### src/rtl/alu_cmd_driver_if.sv
// Command/response bundle between a command source and the ALU command driver.
// Latency: none, wires only.
// Backpressure: valid/ready on both the command and response channels.
interface alu_cmd_driver_if #(
   parameter int DATA_W = 8,
   parameter int AOP_W  = 3,
   parameter int BOP_W  = 2
);
   logic              cmd_valid;
   logic              cmd_ready;
   logic [DATA_W-1:0] cmd_a;
   logic [DATA_W-1:0] cmd_b;
   logic [AOP_W-1:0]  cmd_a_op;
   logic [BOP_W-1:0]  cmd_b_op;
   logic              cmd_a_en;
   logic              cmd_b_en;
   logic              rsp_valid;
   logic              rsp_ready;
   logic [DATA_W-1:0] rsp_c;

   // command source / response consumer side
   modport master (
      output cmd_valid, cmd_a, cmd_b, cmd_a_op, cmd_b_op, cmd_a_en, cmd_b_en, rsp_ready,
      input  cmd_ready, rsp_valid, rsp_c
   );

   // driver side
   modport slave (
      input  cmd_valid, cmd_a, cmd_b, cmd_a_op, cmd_b_op, cmd_a_en, cmd_b_en, rsp_ready,
      output cmd_ready, rsp_valid, rsp_c
   );
endinterface

### src/rtl/alu_cmd_driver.sv
// Drives one ALU operation per accepted command and returns the captured result.
// Latency: rsp_valid rises ALU_LAT+1 edges after the accept edge; all outputs registered.
// Backpressure: one command in flight; cmd_ready stays low until the response is taken.
module alu_cmd_driver #(
   parameter int DATA_W  = 8,
   parameter int AOP_W   = 3,
   parameter int BOP_W   = 2,
   parameter int ALU_LAT = 1,
   parameter int CNT_W   = 16
) (
   input  logic              clk,
   input  logic              rst_n,
   input  logic              clr,
   alu_cmd_driver_if.slave   io,
   output logic              ALU_en,
   output logic              a_en,
   output logic              b_en,
   output logic [AOP_W-1:0]  a_op,
   output logic [BOP_W-1:0]  b_op,
   output logic [DATA_W-1:0] A,
   output logic [DATA_W-1:0] B,
   input  logic [DATA_W-1:0] C,
   output logic              busy,
   output logic [CNT_W-1:0]  cmd_cnt,
   output logic [CNT_W-1:0]  rsp_cnt
);

   localparam int WCNT_W = (ALU_LAT < 2) ? 1 : $clog2(ALU_LAT + 1);

   typedef enum logic [1:0] {S_IDLE, S_DRIVE, S_WAIT, S_RESP} state_t;

   state_t            state;
   state_t            state_nxt;
   logic [WCNT_W-1:0] wait_cnt;
   logic              accept;
   logic              rsp_hs;
   logic              wait_done;

   // clr masks both handshakes so an abort never counts as accept or delivery
   assign accept    = io.cmd_valid & io.cmd_ready & ~clr;
   assign rsp_hs    = io.rsp_valid & io.rsp_ready & ~clr;
   assign wait_done = (state == S_WAIT) && (wait_cnt == WCNT_W'(1));

   // state register
   always_ff @(posedge clk or negedge rst_n) begin
      if (!rst_n) state <= S_IDLE;
      else        state <= state_nxt;
   end

   // next-state: clr wins over everything, otherwise walk IDLE->DRIVE->WAIT->RESP
   always_comb begin
      state_nxt = state;
      if (clr) begin
         state_nxt = S_IDLE;
      end else begin
         case (state)
            S_IDLE:  if (accept)    state_nxt = S_DRIVE;
            S_DRIVE:                state_nxt = S_WAIT;
            S_WAIT:  if (wait_done) state_nxt = S_RESP;
            S_RESP:  if (rsp_hs)    state_nxt = S_IDLE;
            default:                state_nxt = S_IDLE;
         endcase
      end
   end

   // latency countdown, armed during the DRIVE cycle
   always_ff @(posedge clk or negedge rst_n) begin
      if (!rst_n)                                     wait_cnt <= '0;
      else if (state == S_DRIVE)                      wait_cnt <= WCNT_W'(ALU_LAT);
      else if (state == S_WAIT && wait_cnt != '0)     wait_cnt <= wait_cnt - WCNT_W'(1);
   end

   // control outputs follow the next state so they are registered yet aligned with it
   always_ff @(posedge clk or negedge rst_n) begin
      if (!rst_n) begin
         io.cmd_ready <= 1'b0;
         ALU_en       <= 1'b0;
         io.rsp_valid <= 1'b0;
         busy         <= 1'b0;
      end else begin
         io.cmd_ready <= (state_nxt == S_IDLE);
         ALU_en       <= (state_nxt == S_DRIVE);
         io.rsp_valid <= (state_nxt == S_RESP);
         busy         <= (state_nxt != S_IDLE);
      end
   end

   // operands and opcodes are latched on accept and held until the next one
   always_ff @(posedge clk or negedge rst_n) begin
      if (!rst_n) begin
         A    <= '0;
         B    <= '0;
         a_op <= '0;
         b_op <= '0;
         a_en <= 1'b0;
         b_en <= 1'b0;
      end else if (accept) begin
         A    <= io.cmd_a;
         B    <= io.cmd_b;
         a_op <= io.cmd_a_op;
         b_op <= io.cmd_b_op;
         a_en <= io.cmd_a_en;
         b_en <= io.cmd_b_en;
      end
   end

   // result capture at the end of the last WAIT cycle
   always_ff @(posedge clk or negedge rst_n) begin
      if (!rst_n)                io.rsp_c <= '0;
      else if (wait_done && !clr) io.rsp_c <= C;
   end

   // status counters, wrapping silently
   always_ff @(posedge clk or negedge rst_n) begin
      if (!rst_n) begin
         cmd_cnt <= '0;
         rsp_cnt <= '0;
      end else begin
         if (accept) cmd_cnt <= cmd_cnt + CNT_W'(1);
         if (rsp_hs) rsp_cnt <= rsp_cnt + CNT_W'(1);
      end
   end

endmodule

### src/flat_wrapper.sv
// flat-port wrapper written by rule: the top's interface ports become plain ports
module alu_cmd_driver_flat 
#(
   parameter int DATA_W  = 8,
   parameter int AOP_W   = 3,
   parameter int BOP_W   = 2,
   parameter int ALU_LAT = 1,
   parameter int CNT_W   = 16
)
  (clk, rst_n, clr, ALU_en, a_en, b_en, a_op, b_op, A, B, C, busy, cmd_cnt, rsp_cnt, io_cmd_valid, io_cmd_a, io_cmd_b, io_cmd_a_op, io_cmd_b_op, io_cmd_a_en, io_cmd_b_en, io_rsp_ready, io_cmd_ready, io_rsp_valid, io_rsp_c);
  alu_cmd_driver_if #(.DATA_W(DATA_W), .AOP_W(AOP_W), .BOP_W(BOP_W)) io_i ();
  input  logic clk;
  input  logic rst_n;
  input  logic clr;
  output logic ALU_en;
  output logic a_en;
  output logic b_en;
  output logic [AOP_W-1:0] a_op;
  output logic [BOP_W-1:0] b_op;
  output logic [DATA_W-1:0] A;
  output logic [DATA_W-1:0] B;
  input  logic [DATA_W-1:0] C;
  output logic busy;
  output logic [CNT_W-1:0] cmd_cnt;
  output logic [CNT_W-1:0] rsp_cnt;
  input wire logic [$bits(io_i.cmd_valid)-1:0] io_cmd_valid;
  input wire logic [$bits(io_i.cmd_a)-1:0] io_cmd_a;
  input wire logic [$bits(io_i.cmd_b)-1:0] io_cmd_b;
  input wire logic [$bits(io_i.cmd_a_op)-1:0] io_cmd_a_op;
  input wire logic [$bits(io_i.cmd_b_op)-1:0] io_cmd_b_op;
  input wire logic [$bits(io_i.cmd_a_en)-1:0] io_cmd_a_en;
  input wire logic [$bits(io_i.cmd_b_en)-1:0] io_cmd_b_en;
  input wire logic [$bits(io_i.rsp_ready)-1:0] io_rsp_ready;
  output wire logic [$bits(io_i.cmd_ready)-1:0] io_cmd_ready;
  output wire logic [$bits(io_i.rsp_valid)-1:0] io_rsp_valid;
  output wire logic [$bits(io_i.rsp_c)-1:0] io_rsp_c;
  assign io_i.cmd_valid = io_cmd_valid;
  assign io_i.cmd_a = io_cmd_a;
  assign io_i.cmd_b = io_cmd_b;
  assign io_i.cmd_a_op = io_cmd_a_op;
  assign io_i.cmd_b_op = io_cmd_b_op;
  assign io_i.cmd_a_en = io_cmd_a_en;
  assign io_i.cmd_b_en = io_cmd_b_en;
  assign io_i.rsp_ready = io_rsp_ready;
  assign io_cmd_ready = io_i.cmd_ready;
  assign io_rsp_valid = io_i.rsp_valid;
  assign io_rsp_c = io_i.rsp_c;
  alu_cmd_driver #(.DATA_W(DATA_W), .AOP_W(AOP_W), .BOP_W(BOP_W), .ALU_LAT(ALU_LAT), .CNT_W(CNT_W)) u_core (.clk(clk), .rst_n(rst_n), .clr(clr), .io(io_i), .ALU_en(ALU_en), .a_en(a_en), .b_en(b_en), .a_op(a_op), .b_op(b_op), .A(A), .B(B), .C(C), .busy(busy), .cmd_cnt(cmd_cnt), .rsp_cnt(rsp_cnt));
endmodule
### config.mk
export PLATFORM = sky130hd
export DESIGN_NAME = alu_cmd_driver_flat
export DESIGN_NICKNAME = d
export VERILOG_FILES = /design/src/rtl/alu_cmd_driver_if.sv /design/src/rtl/alu_cmd_driver.sv /design/src/flat_wrapper.sv
export SDC_FILE = /design/constraint.sdc
export NUM_CORES = 1
export LEC_CHECK = 0
export CAP_MARGIN = 20
export CORE_ASPECT_RATIO = 1.2
export CORE_MARGIN = 10
export CORE_UTILIZATION = 30
export DETAILED_ROUTE_END_ITERATION = 6
export GPL_ROUTABILITY_DRIVEN = 0
export PLACE_DENSITY_LB_ADDON = 0.05
export SLEW_MARGIN = 20
export SYNTH_ARGS = -nofsm -noshare
export SYNTH_HDL_FRONTEND = slang
export SYNTH_SLANG_ARGS = --single-unit
### constraint.sdc
create_clock -name clk -period 1.6 [get_ports clk]
set_clock_uncertainty 0.15 [all_clocks]
set_input_delay 0.32 -clock clk [delete_from_list [all_inputs] [get_ports clk]]
set_output_delay 0.32 -clock clk [all_outputs]
set_load 0.03 [all_outputs]
-- Word-level counts from Yosys, hierarchy flattened
Index checks and enable logic that the tools add are counted.
- memories kept: 0
- register bits after elaboration: 70
- bits in latches: 0
- bits in read-only memories: 0
- logic and storage cells: 42
- output and inout port bits: 67
- input bits: 36
- bits in writable memories: 0
- multiplexer cells: 7
- add/sub/neg operators: 3
- reduce and logical (&&, ||, !) cells: 7
- equality and inequality tests: 5
- div/mod/pow operators: 0
- order comparisons: 0
- bitwise operators: 5
- shift operators: 0
- multipliers: 0
- operators with widths (operator ; count):
    adder 16 x 1 -> 16 bit (second input constant) ; 2
    2-to-1 mux 2 bit ; 4
    one-hot mux 2 bit (4 select lines) ; 1
    equality test 2 bit (second input constant) ; 3
    AND 1 bit ; 4
    equality test 2 x 1 -> 1 bit (second input constant) ; 2
    logical NOT 2 bit ; 2
    nonzero test 2 bit ; 2
    logical AND 1 bit ; 2
    2-to-1 mux 1 bit ; 2
    logical NOT 1 bit ; 1
    NOT 1 bit ; 1
    subtractor 1 bit (second input constant) ; 1

-- Longest topological paths before layout
- word-level depth: 6
- mapped depth: 7
- gate-level depth less buffers: 4

-- Least setup slack after synthesis
No wires, ideal clock.
- path kind: flip-flop to flip-flop
- from: register u_core.io.rsp_valid
- to: register u_core.rsp_cnt[15]
- path buffers: 1
- stages on the path, launching flop included: 6
- clock period less this slack: 1833 ps
- arrival time: 1603 ps
- slack: -233 ps
- cell sequence: dfrtp_1 > nand2_1 > or4b_4 > buf_6 > nor3_2 > xor2_1
- word-level cells in the longest chain between the ends: 2
- RTL lines (what ; RTL line ; text):
    start, declared ; alu_cmd_driver_if.sv:30 ; output cmd_ready, rsp_valid, rsp_c
    start signal, assigned ; alu_cmd_driver.sv:83 ; io.rsp_valid <= (state_nxt == S_RESP);
    AND 1 bit (2 in a row) ; alu_cmd_driver.sv:41 ; assign rsp_hs = io.rsp_valid & io.rsp_ready & ~clr;
    end signal, assigned ; alu_cmd_driver.sv:120 ; if (rsp_hs) rsp_cnt <= rsp_cnt + CNT_W'(1);
    end, declared ; alu_cmd_driver.sv:25 ; output logic [CNT_W-1:0] rsp_cnt
No other way between the ends.
A chain may end at the register's enable or synchronous reset.

-- Worst setup path in the final report
- from: register u_core.rsp_cnt[0]
- to: output port rsp_cnt[0]
- RTL lines (what ; RTL line ; text):
    end, declared ; flat_wrapper.sv:25 ; output logic [CNT_W-1:0] rsp_cnt;
No word-level cell between the ends.

==> summary by stage <==
Cells and area
The sequential cells in the finished layout cover a total of 1760 um^2. Compared with the post-synthesis result, the final layout area differs by 57.3%. In the final layout, the multi-input gates occupy 1090 um^2.

The antenna diode count is 0. At the end of the flow the core is filled with cells to 48.0%. The final layout contains 436 nets. The total of fill cells in the finished design is 946.

The fraction of final layout cells with drive strength greater than 1 is 23.8%.

Logic synthesis
By area the synthesized netlist is led by sky130_fd_sc_hd__dfrtp_1 61%, sky130_fd_sc_hd__nand2_1 12%, sky130_fd_sc_hd__xnor2_1 6.4%. The fraction of registers with async set or reset after synthesis is 100%. Ranked by instance count, the synthesized netlist is headed by 89 x sky130_fd_sc_hd__nand2_1, 70 x sky130_fd_sc_hd__dfrtp_1, 21 x sky130_fd_sc_hd__xnor2_1, 11 x sky130_fd_sc_hd__and3_1, 10 x sky130_fd_sc_hd__nand3_1. The total of warnings raised by yosys is 0.

Summing the sequential cell areas from Yosys gives 60.7% of the chip area. The post-synthesis net count is 302. The most frequent cell after synthesis is sky130_fd_sc_hd__nand2_1. Summed over its instances, the top area cell type makes up 60.7% of the synthesized netlist area. Counting flops with a built-in enable in the synthesized netlist gives 0. The cell type contributing the most total cell area after synthesis is sky130_fd_sc_hd__dfrtp_1.

A synthesized cell averages 10.9 um^2. The post-synthesis instance area is 2890 um^2. For this run, the leading register cell type out of synthesis is sky130_fd_sc_hd__dfrtp_1. Counting flops and latches in the post-synthesis netlist gives 70. The number of library cell types mapped by synthesis is 27.

Synthesis handed over a netlist of 264 instances.

Detailed routing
The met3 layer wire length in the routed design is 701 um. For this run, design rule violations remaining after detail routing come to 0. In the final routed layout, each cell accounts on average for 14.3 um. For this block, the routed nets add up to 7530 um of wire.

For this block, the initial DRC count from the detailed router was 82. The routed wire length on met2 is 3500 um. The routed metal-1 wire length is 3160 um. The uppermost layer routed is met4. Dividing the detail-routed via count by the number of cells gives 4.35. The remaining antenna violation count is 0. The number of detailed-route iterations in the first pass is 3.

Summing over every cut layer, the via total after detailed routing is 2,286.

Die
The floorplan step defined a die boundary enclosing 14,000 um^2. The die is 110 um wide. The area of the core is 9470 um^2. From bottom edge to top edge, the die measures 127 um. For this design the top-level I/O count stands at 103. The floorplan has 39 rows. The initial core utilization is 30.5%.

Setup path
The number of buffers and inverters on the critical path is 1. The required time at the worst-slack endpoint is 1130 ps. The critical path goes through clkdlybuf4s15_1. The worst-path maximum fanout is 4.

The largest single stage delay on the critical path is 430 ps. On the critical path the largest part of the delay comes from flip-flops. The critical path's slowest cell is sky130_fd_sc_hd__dfrtp_2. The worst setup path is launched from a flop. The worst endpoint data arrival time is 1100 ps. The element type at the critical path end is an output port. The critical path class is flop to output port.

Clocking
The clock tree root buffer cell is sky130_fd_sc_hd__clkbuf_16. Clock-pin slew was measured on the worst setup and hold paths at 50 ps. The TritonCTS buffer count is 9. Buffers added to address setup during post-CTS repair amount to 0. The number of buffers between clock root and the deepest sink is 2. The TritonCTS clock tree is done. The H-tree depth reported by CTS is 3. The latest clock arrival within the worst-skew pair is 330 ps. The count of clock tree sinks is 70.

GRT
In the global route stage, overall resource usage came out at 11.4%. The initial antenna violation count is 0. The number of global-route vias before repair is 2,423. Entering global routing, the biggest net connects 71 pins. The global-route wire length before repair is 12,400 um.

After global routing the overflow that remains totals 0.

Timing
The final critical-path setup slack is 26.4 ps. Adding up every negative setup slack in the final design gives 0 ps. The count of endpoints failing setup in the final report is 0. Setup repair after global routing could not meet its margin everywhere. The worst-case headroom to the max-slew limit is 74.4%.

Static timing analysis puts the maximum clock frequency at 0.635 GHz. The worst hold slack is 310 ps. The max-slew violation total from the final report came to 0. Of the available clock period, the critical path in the final layout requires 98.4%.

The shortest period the worst path allows is 1570 ps. The count of final hold-check violations is 0. For the pin with the worst max-slew slack, the measured transition is 383 ps.

Flow run
Max-cap violations in this run came to 0.

Outcome
The flow ran to the end, and the final reports show no timing, DRC or antenna violations.

Worst hold path
The classification of the worst-slack hold path is flop to flop.

Power
The cell area power density is 1370 nW/um^2. The leakage power figure is 2.31 nW. VDD sags by at most 0.660 mV.

Placement
The worst setup timing slack at the placement stage is -523 ps. The half-perimeter wire length of the detailed placement result is 5540 um. The total of buffers placed on input and output ports is 102.
[per-stage QoR]
stage	instances	total power [mW]	cell area, um^2
floorplan	264	3.42	2910
global placement	509	4.46	4300
detailed placement	509	4.47	4300
CTS	526	6.35	4570
global route	526	6.61	4540
finish	526	6.24	4540
[cell type report]
| class | instances | area share [%] |
|---|---|---|
| multi-input combinational | 181 | 24.0 |
| tap | 123 | 3.39 |
| clock buffer | 12 | 5.65 |
| sequential | 70 | 38.7 |
| timing repair buffer | 134 | 27.1 |
| inverter | 2 | 0.165 |
| clock inverter | 4 | 0.992 |
[layout by cell type, fill, tap and decap left out, types with 2 or more instances in the layout]
| cell | Yosys | final |
|---|---|---|
| sky130_fd_sc_hd__and3_1 | 11 | 10 |
| sky130_fd_sc_hd__and3b_2 | 2 | 2 |
| sky130_fd_sc_hd__and4_1 | 2 | 2 |
| sky130_fd_sc_hd__buf_12 | 0 | 7 |
| sky130_fd_sc_hd__buf_4 | 0 | 38 |
| sky130_fd_sc_hd__clkbuf_16 | 0 | 9 |
| sky130_fd_sc_hd__clkbuf_2 | 0 | 8 |
| sky130_fd_sc_hd__clkbuf_8 | 0 | 2 |
| sky130_fd_sc_hd__clkdlybuf4s15_1 | 0 | 14 |
| sky130_fd_sc_hd__clkdlybuf4s50_1 | 0 | 32 |
| sky130_fd_sc_hd__clkinv_2 | 0 | 3 |
| sky130_fd_sc_hd__dfrtp_1 | 70 | 66 |
| sky130_fd_sc_hd__dfrtp_2 | 0 | 4 |
| sky130_fd_sc_hd__dlygate4sd2_1 | 0 | 32 |
| sky130_fd_sc_hd__ha_1 | 2 | 2 |
| sky130_fd_sc_hd__inv_1 | 2 | 2 |
| sky130_fd_sc_hd__mux2_2 | 9 | 7 |
| sky130_fd_sc_hd__mux2_4 | 0 | 2 |
| sky130_fd_sc_hd__nand2_1 | 89 | 88 |
| sky130_fd_sc_hd__nand3_1 | 10 | 10 |
| sky130_fd_sc_hd__nand4_1 | 4 | 4 |
| sky130_fd_sc_hd__nor2_1 | 7 | 5 |
| sky130_fd_sc_hd__nor3_1 | 3 | 3 |
| sky130_fd_sc_hd__nor3_2 | 3 | 3 |
| sky130_fd_sc_hd__xnor2_1 | 21 | 21 |
| sky130_fd_sc_hd__xor2_1 | 9 | 9 |
[per-layer routing]
metal | vias up | global-route usage, %
li1 | 1126 | -
met5 | - | 0
met3 | 12 | 5.18
met2 | 63 | 17.1
met4 | 0 | 6.21
met1 | 1085 | 13.2
[what timing repair did]
action / in CTS / in global routing
pin swaps: 1 / 0
hold buffers: 1 / 0
hold endpoints to repair: 70 / 0
endpoints found under the setup margin: 84 / 30
resized for setup: 73 / 23
[kinds of logic (layout without fill, tap and decap cells)]
family          count (synthesis)  after routing  share of synthesized area (%)
flops                          70             70                           60.7
compound gates                  4              4                          0.910
buf+inv                        13            152                           2.34
mux                             9              9                           3.51
xor+xnor                       30             30                           9.10
simple gates                  135            135                           22.3
fa+ha+maj                       3              3                           1.21
[registers in the layout, summed over array words and instances, names as in the netlist, 2 cells and up]
signal           count
u_core.B             8
u_core.cmd_cnt      16
u_core.A             8
u_core.a_op          3
u_core.rsp_cnt      16
u_core.b_op          2
u_core.io.rsp_c      8
u_core.state         2
[final timing paths]
| path | from | to | slack [ps] | depth (start not counted) |
|---|---|---|---|---|
| setup / recovery | u_core.rsp_cnt[0]$_DFFE_PN0P_ | rsp_cnt[0] | 30 | 1 |
| hold / removal | u_core.rsp_cnt[15]$_DFFE_PN0P_ | u_core.rsp_cnt[15]$_DFFE_PN0P_ | 310 | 1 |
| setup reg to reg | u_core.io.rsp_valid$_DFF_PN0_ | u_core.rsp_cnt[13]$_DFFE_PN0P_ | 30 | 4 |
| hold reg to reg | u_core.rsp_cnt[15]$_DFFE_PN0P_ | u_core.rsp_cnt[15]$_DFFE_PN0P_ | 310 | 1 |
| max in group asynchronous | rst_n | u_core.io.cmd_ready$_DFF_PN0_ | 590 | 3 |
| min in group asynchronous | rst_n | u_core.rsp_cnt[4]$_DFFE_PN0P_ | 390 | 3 |
[report_power, final]
group / switching (mW) / internal [mW] / leakage [nW] / total, mW
clock: 0.729 / 1.28 / 0.152 / 2.01
sequential: 0.222 / 2.11 / 0.904 / 2.33
combinational: 1.10 / 0.799 / 1.25 / 1.90
Note: power is estimated with default switching activity, not from simulation.
==> patch 1: new RTL, same flow settings <==
`DATA_W` is set to 8 in 3 places; all go to 10.
--- a/src/rtl/alu_cmd_driver_if.sv
+++ b/src/rtl/alu_cmd_driver_if.sv
@@ -2,7 +2,7 @@
 // Latency: none, wires only.
 // Backpressure: valid/ready on both the command and response channels.
 interface alu_cmd_driver_if #(
-   parameter int DATA_W = 8,
+   parameter int DATA_W = 10,
    parameter int AOP_W  = 3,
    parameter int BOP_W  = 2
 );
--- a/src/rtl/alu_cmd_driver.sv
+++ b/src/rtl/alu_cmd_driver.sv
@@ -2,7 +2,7 @@
 // Latency: rsp_valid rises ALU_LAT+1 edges after the accept edge; all outputs registered.
 // Backpressure: one command in flight; cmd_ready stays low until the response is taken.
 module alu_cmd_driver #(
-   parameter int DATA_W  = 8,
+   parameter int DATA_W  = 10,
    parameter int AOP_W   = 3,
    parameter int BOP_W   = 2,
    parameter int ALU_LAT = 1,
--- a/src/flat_wrapper.sv
+++ b/src/flat_wrapper.sv
@@ -1,7 +1,7 @@
 // flat-port wrapper written by rule: the top's interface ports become plain ports
 module alu_cmd_driver_flat 
 #(
-   parameter int DATA_W  = 8,
+   parameter int DATA_W  = 10,
    parameter int AOP_W   = 3,
    parameter int BOP_W   = 2,
    parameter int ALU_LAT = 1,
Interface: changed (6 resized); port bits go from 103 to 115. The function was not compared with the original's and may differ.
==> patch 1 against the unedited design <==
Utilization grew 1.5 points. Sequential cell count increased by 6. Power is 5.9% higher. Area after synthesis is 7.7% higher. Fmax rose by 0.81%. Setup slack gained 0.013 ns. Final area up 9.5%. Routed wire length up 12%.
==> patch 1: results (changes against the unedited design) <==
- The placed cell count is 541 (+6.3%).
- The fraction of layout cells with a size suffix above 1 is 26.44% (+2.6 points).
- The fraction of met2 tracks used by global routing was 18.17% (+1.0 points).
- The endpoint of the worst register-to-register path is u_core.io.rsp_c[7]$_DFFE_PN0P_.
- The synthesized instance count is 282 (+6.8%).
- The post-placement worst setup slack was -0.4564 ns (+0.06613 ns).
- The via count of the first global-routing pass is 2708 (+12%).
- The first-pass GRT wire length was 14060 um (+13%).
- The startpoint identified for the worst register-to-register timing path is u_core.state[1]$_DFF_PN0_.
- The share of cell area taken by muxes after synthesis is 3.982% (+0.47 points).
- The most critical setup path has its endpoint at cmd_cnt[6].
- The via total after detailed routing is 2446 (+7.0%).
- The compound-gate portion of the synthesized area was 0.6436% (-0.27 points).
- The number of nets at the end of the flow is 474 (+8.7%).
- The post-synthesis xor/xnor area fraction was 8.447% (-0.65 points).
- The post-detailed-route wirelength per cell is 15.06 um (+5.2%).
- The maximum number of pins on one net before global-route repair is 34 (-52%).
- Sorting the synthesized cells by area gives the leading types as sky130_fd_sc_hd__dfrtp_1, sky130_fd_sc_hd__nand2_1, sky130_fd_sc_hd__xnor2_1, sky130_fd_sc_hd__mux2_2, sky130_fd_sc_hd__xor2_1.
- The standard cell with the maximum stage delay on the critical path is sky130_fd_sc_hd__dlygate4sd2_1.
- The number of detailed-route iterations in the first pass is 4 (+1).
- The worst min-delay path class is in -> async.
- The HPWL reported at the end of detailed placement was 6275 um (+13%).
- The flow ran to the end, and the final reports show no timing, DRC or antenna violations.
- The first-iteration detailed-routing DRC count is 47 (-43%).
- The final worst-path setup slack is 0.03897 ns (+0.01258 ns).
- The number of gates resized after CTS is 76 (+4.1%).
- The power in the clock group is 2220 uW (+10%).
- The peak per-stage delay on the critical path is 0.41 ns (-0.02 ns).
- The number of distinct library cells after synthesis came to 32 (+19%).
- The highest net fanout along the worst path is 3 (-1).
## patch 1: cell count changes after synthesis, sizes merged, moves of 2 or more
cell	delta
and3	-2
buf	+2
clkbuf	-3
dfrtp	+6
inv	+3
mux2	+2
nand2	+5
nand3	+2
nand4	+2
or2	+2
xnor2	-2
xor2	+2
## patch 1: cell families (layout without fill, tap and decap cells)
family,Yosys count,after routing
flip-flops,76,76
XOR/XNOR,30,30
adder cells (fa/ha/maj),3,3
AND/OR/NAND/NOR,144,144
multiplexers,11,11
AO/OA/AOI/OAI,3,3
buffers and inverters,15,168
## patch 1: cell type report
class,count,share of cell area [%]
Timing Repair Buffer,147,27.60
Clock inverter,6,1.761
Multi-Input combinational cell,191,23.80
Clock buffer,10,4.805
Sequential cell,76,38.49
Inverter,5,0.3774
Tap cell,126,3.170
## patch 1: layer usage
metal	part of all wire, %	routed length [um]	up-vias
li1	-	-	1211
met1	41	3464	1150
met2	47	3978	72
met3	10	851	11
met4	1.7	140	2
met5	0.15	13	-
==> patch 2: new RTL, same settings <==
Made on the original files. Encoding of `state_t`: now one-hot (4 bits for 4 states).
--- a/src/rtl/alu_cmd_driver.sv
+++ b/src/rtl/alu_cmd_driver.sv
@@ -27,7 +27,7 @@
 
    localparam int WCNT_W = (ALU_LAT < 2) ? 1 : $clog2(ALU_LAT + 1);
 
-   typedef enum logic [1:0] {S_IDLE, S_DRIVE, S_WAIT, S_RESP} state_t;
+   typedef enum logic [3:0] {S_IDLE = 4'b0001, S_DRIVE = 4'b0010, S_WAIT = 4'b0100, S_RESP = 4'b1000} state_t;
 
    state_t            state;
    state_t            state_nxt;
Behaviour: same outputs for any inputs over 10 cycles, from zero or initial values and one cycle with rst_n low; not proved beyond that.
==> patch 2 against the unedited design <==
Setup slack improved by 0.019 ns. Area after synthesis rose by 4.7%. Synthesized cell count rose by 3.0%. Non-clock buffer count rose by 14. Final area rose by 6.9%. Sequential cell count rose by 2. Global-route usage fell by 0.21 points. Worst hold slack improved by 0.0093 ns. Routed wire length rose by 5.6%. Power fell by 12%. Register-to-register slack improved by 0.07 ns. Cell count rose by 4.9%.
==> patch 2: results (changes against the unedited design) <==
- The post-synthesis xor/xnor area fraction is 8.688% (-0.41 points).
- The filler cell count is 974 (+3.0%).
- The remaining max-slew budget at the tightest pin is 72.99% (-1.5 points).
- The peak supply drop is 705.6 uV (+6.9%).
- The number of nets at the end of the flow came to 459 (+5.3%).
- The run finished with clean final reports.
- The number of detailed-route iterations in the first pass came to 4 (+1).
- For hold timing, the worst endpoint is u_core.A[0]$_DFFE_PN0P_.
- The proportion of power drawn by flip-flops and latches is 39.1% (+1.7 points).
- The switching power summed over all nets came to 1584 uW (-23%).
- By area the synthesized netlist is led by sky130_fd_sc_hd__dfrtp_1, sky130_fd_sc_hd__nand2_1, sky130_fd_sc_hd__xnor2_1, sky130_fd_sc_hd__mux2_2, sky130_fd_sc_hd__xor2_1.
- The via total after detailed routing is 2428 (+6.2%).
- The via count of the first global-routing pass is 2606 (+7.6%).
- The data arrival time of the critical path is 1.08 ns (-0.02 ns).
- The first-iteration detailed-routing DRC count is 87 (+6.1%).
- The fraction of layout cells with a size suffix above 1 came to 25.59% (+1.8 points).
- The final instance count without filler cells was 552 (+4.9%).
- The proportion of synthesized chip area in sequential cells is 59.62% (-1.0 points).
- The placed standard-cell area is 4578 um^2 (+6.4%).
- The first-pass GRT wire length is 13280 um (+6.9%).
- The share of synthesized cell area in full adder, half adder and majority cells came to 0.8275% (-0.39 points).
- The placed cell count is 534 (+4.9%).
- The leakage component of the power is 0.002435 uW (+5.5%).
- The power attributed to sequential cells is 2160 uW (-7%).
- The endpoint of the worst register-to-register path is u_core.io.cmd_ready$_DFF_PN0_.
- The register-to-register setup slack came to 0.10 ns (+0.07 ns).
- The share of cell area taken by muxes after synthesis is 3.682% (+0.17 points).
- The clock period minus final worst setup slack is 1.555 ns (-0.01909 ns).
- The number of distinct library cells after synthesis was 37 (+37%).
- In the synthesized netlist, the cells that appear most often are sky130_fd_sc_hd__nand2_1, sky130_fd_sc_hd__dfrtp_1, sky130_fd_sc_hd__xnor2_1, sky130_fd_sc_hd__nor2_1.
- The maximum number of pins on one net before global-route repair is 73 (+2.8%).
-- patch 2: changes by cell type after synthesis, sizes merged, moves of 3 or more --
cell   before  now
nand4       4    7
nor3        6    3
nand2      89   84
and3       11    6
nor2        7   11
-- patch 2: stage by stage --
stage / hold slack, ns / util, %
final: 0.3191 / 49.00
after floorplan: -0.1256 / -
after CTS: 0.3210 / 48.83
after global routing: 0.3408 / 49.00
after detailed placement: 0.2234 / 46.20
after global placement: 0.2255 / 46.20
-- patch 2: final cells by class --
class / instances / share of cell area [%]
multi-input cells: 189 / 24.17
clock inverters: 3 / 0.8245
flip-flops and latches: 72 / 37.28
inverters: 1 / 0.07730
well taps: 126 / 3.247
clock buffers: 13 / 5.359
repair buffers: 148 / 29.04
-- patch 2: layer usage --
layer | vias up | track usage [%] | wire length, um
met2 | 71 | 17.19 | 3664
met4 | 0 | 4.391 | 117
met5 | - | 0 | 0
li1 | 1205 | - | -
met1 | 1145 | 13.08 | 3448
met3 | 7 | 5.739 | 722
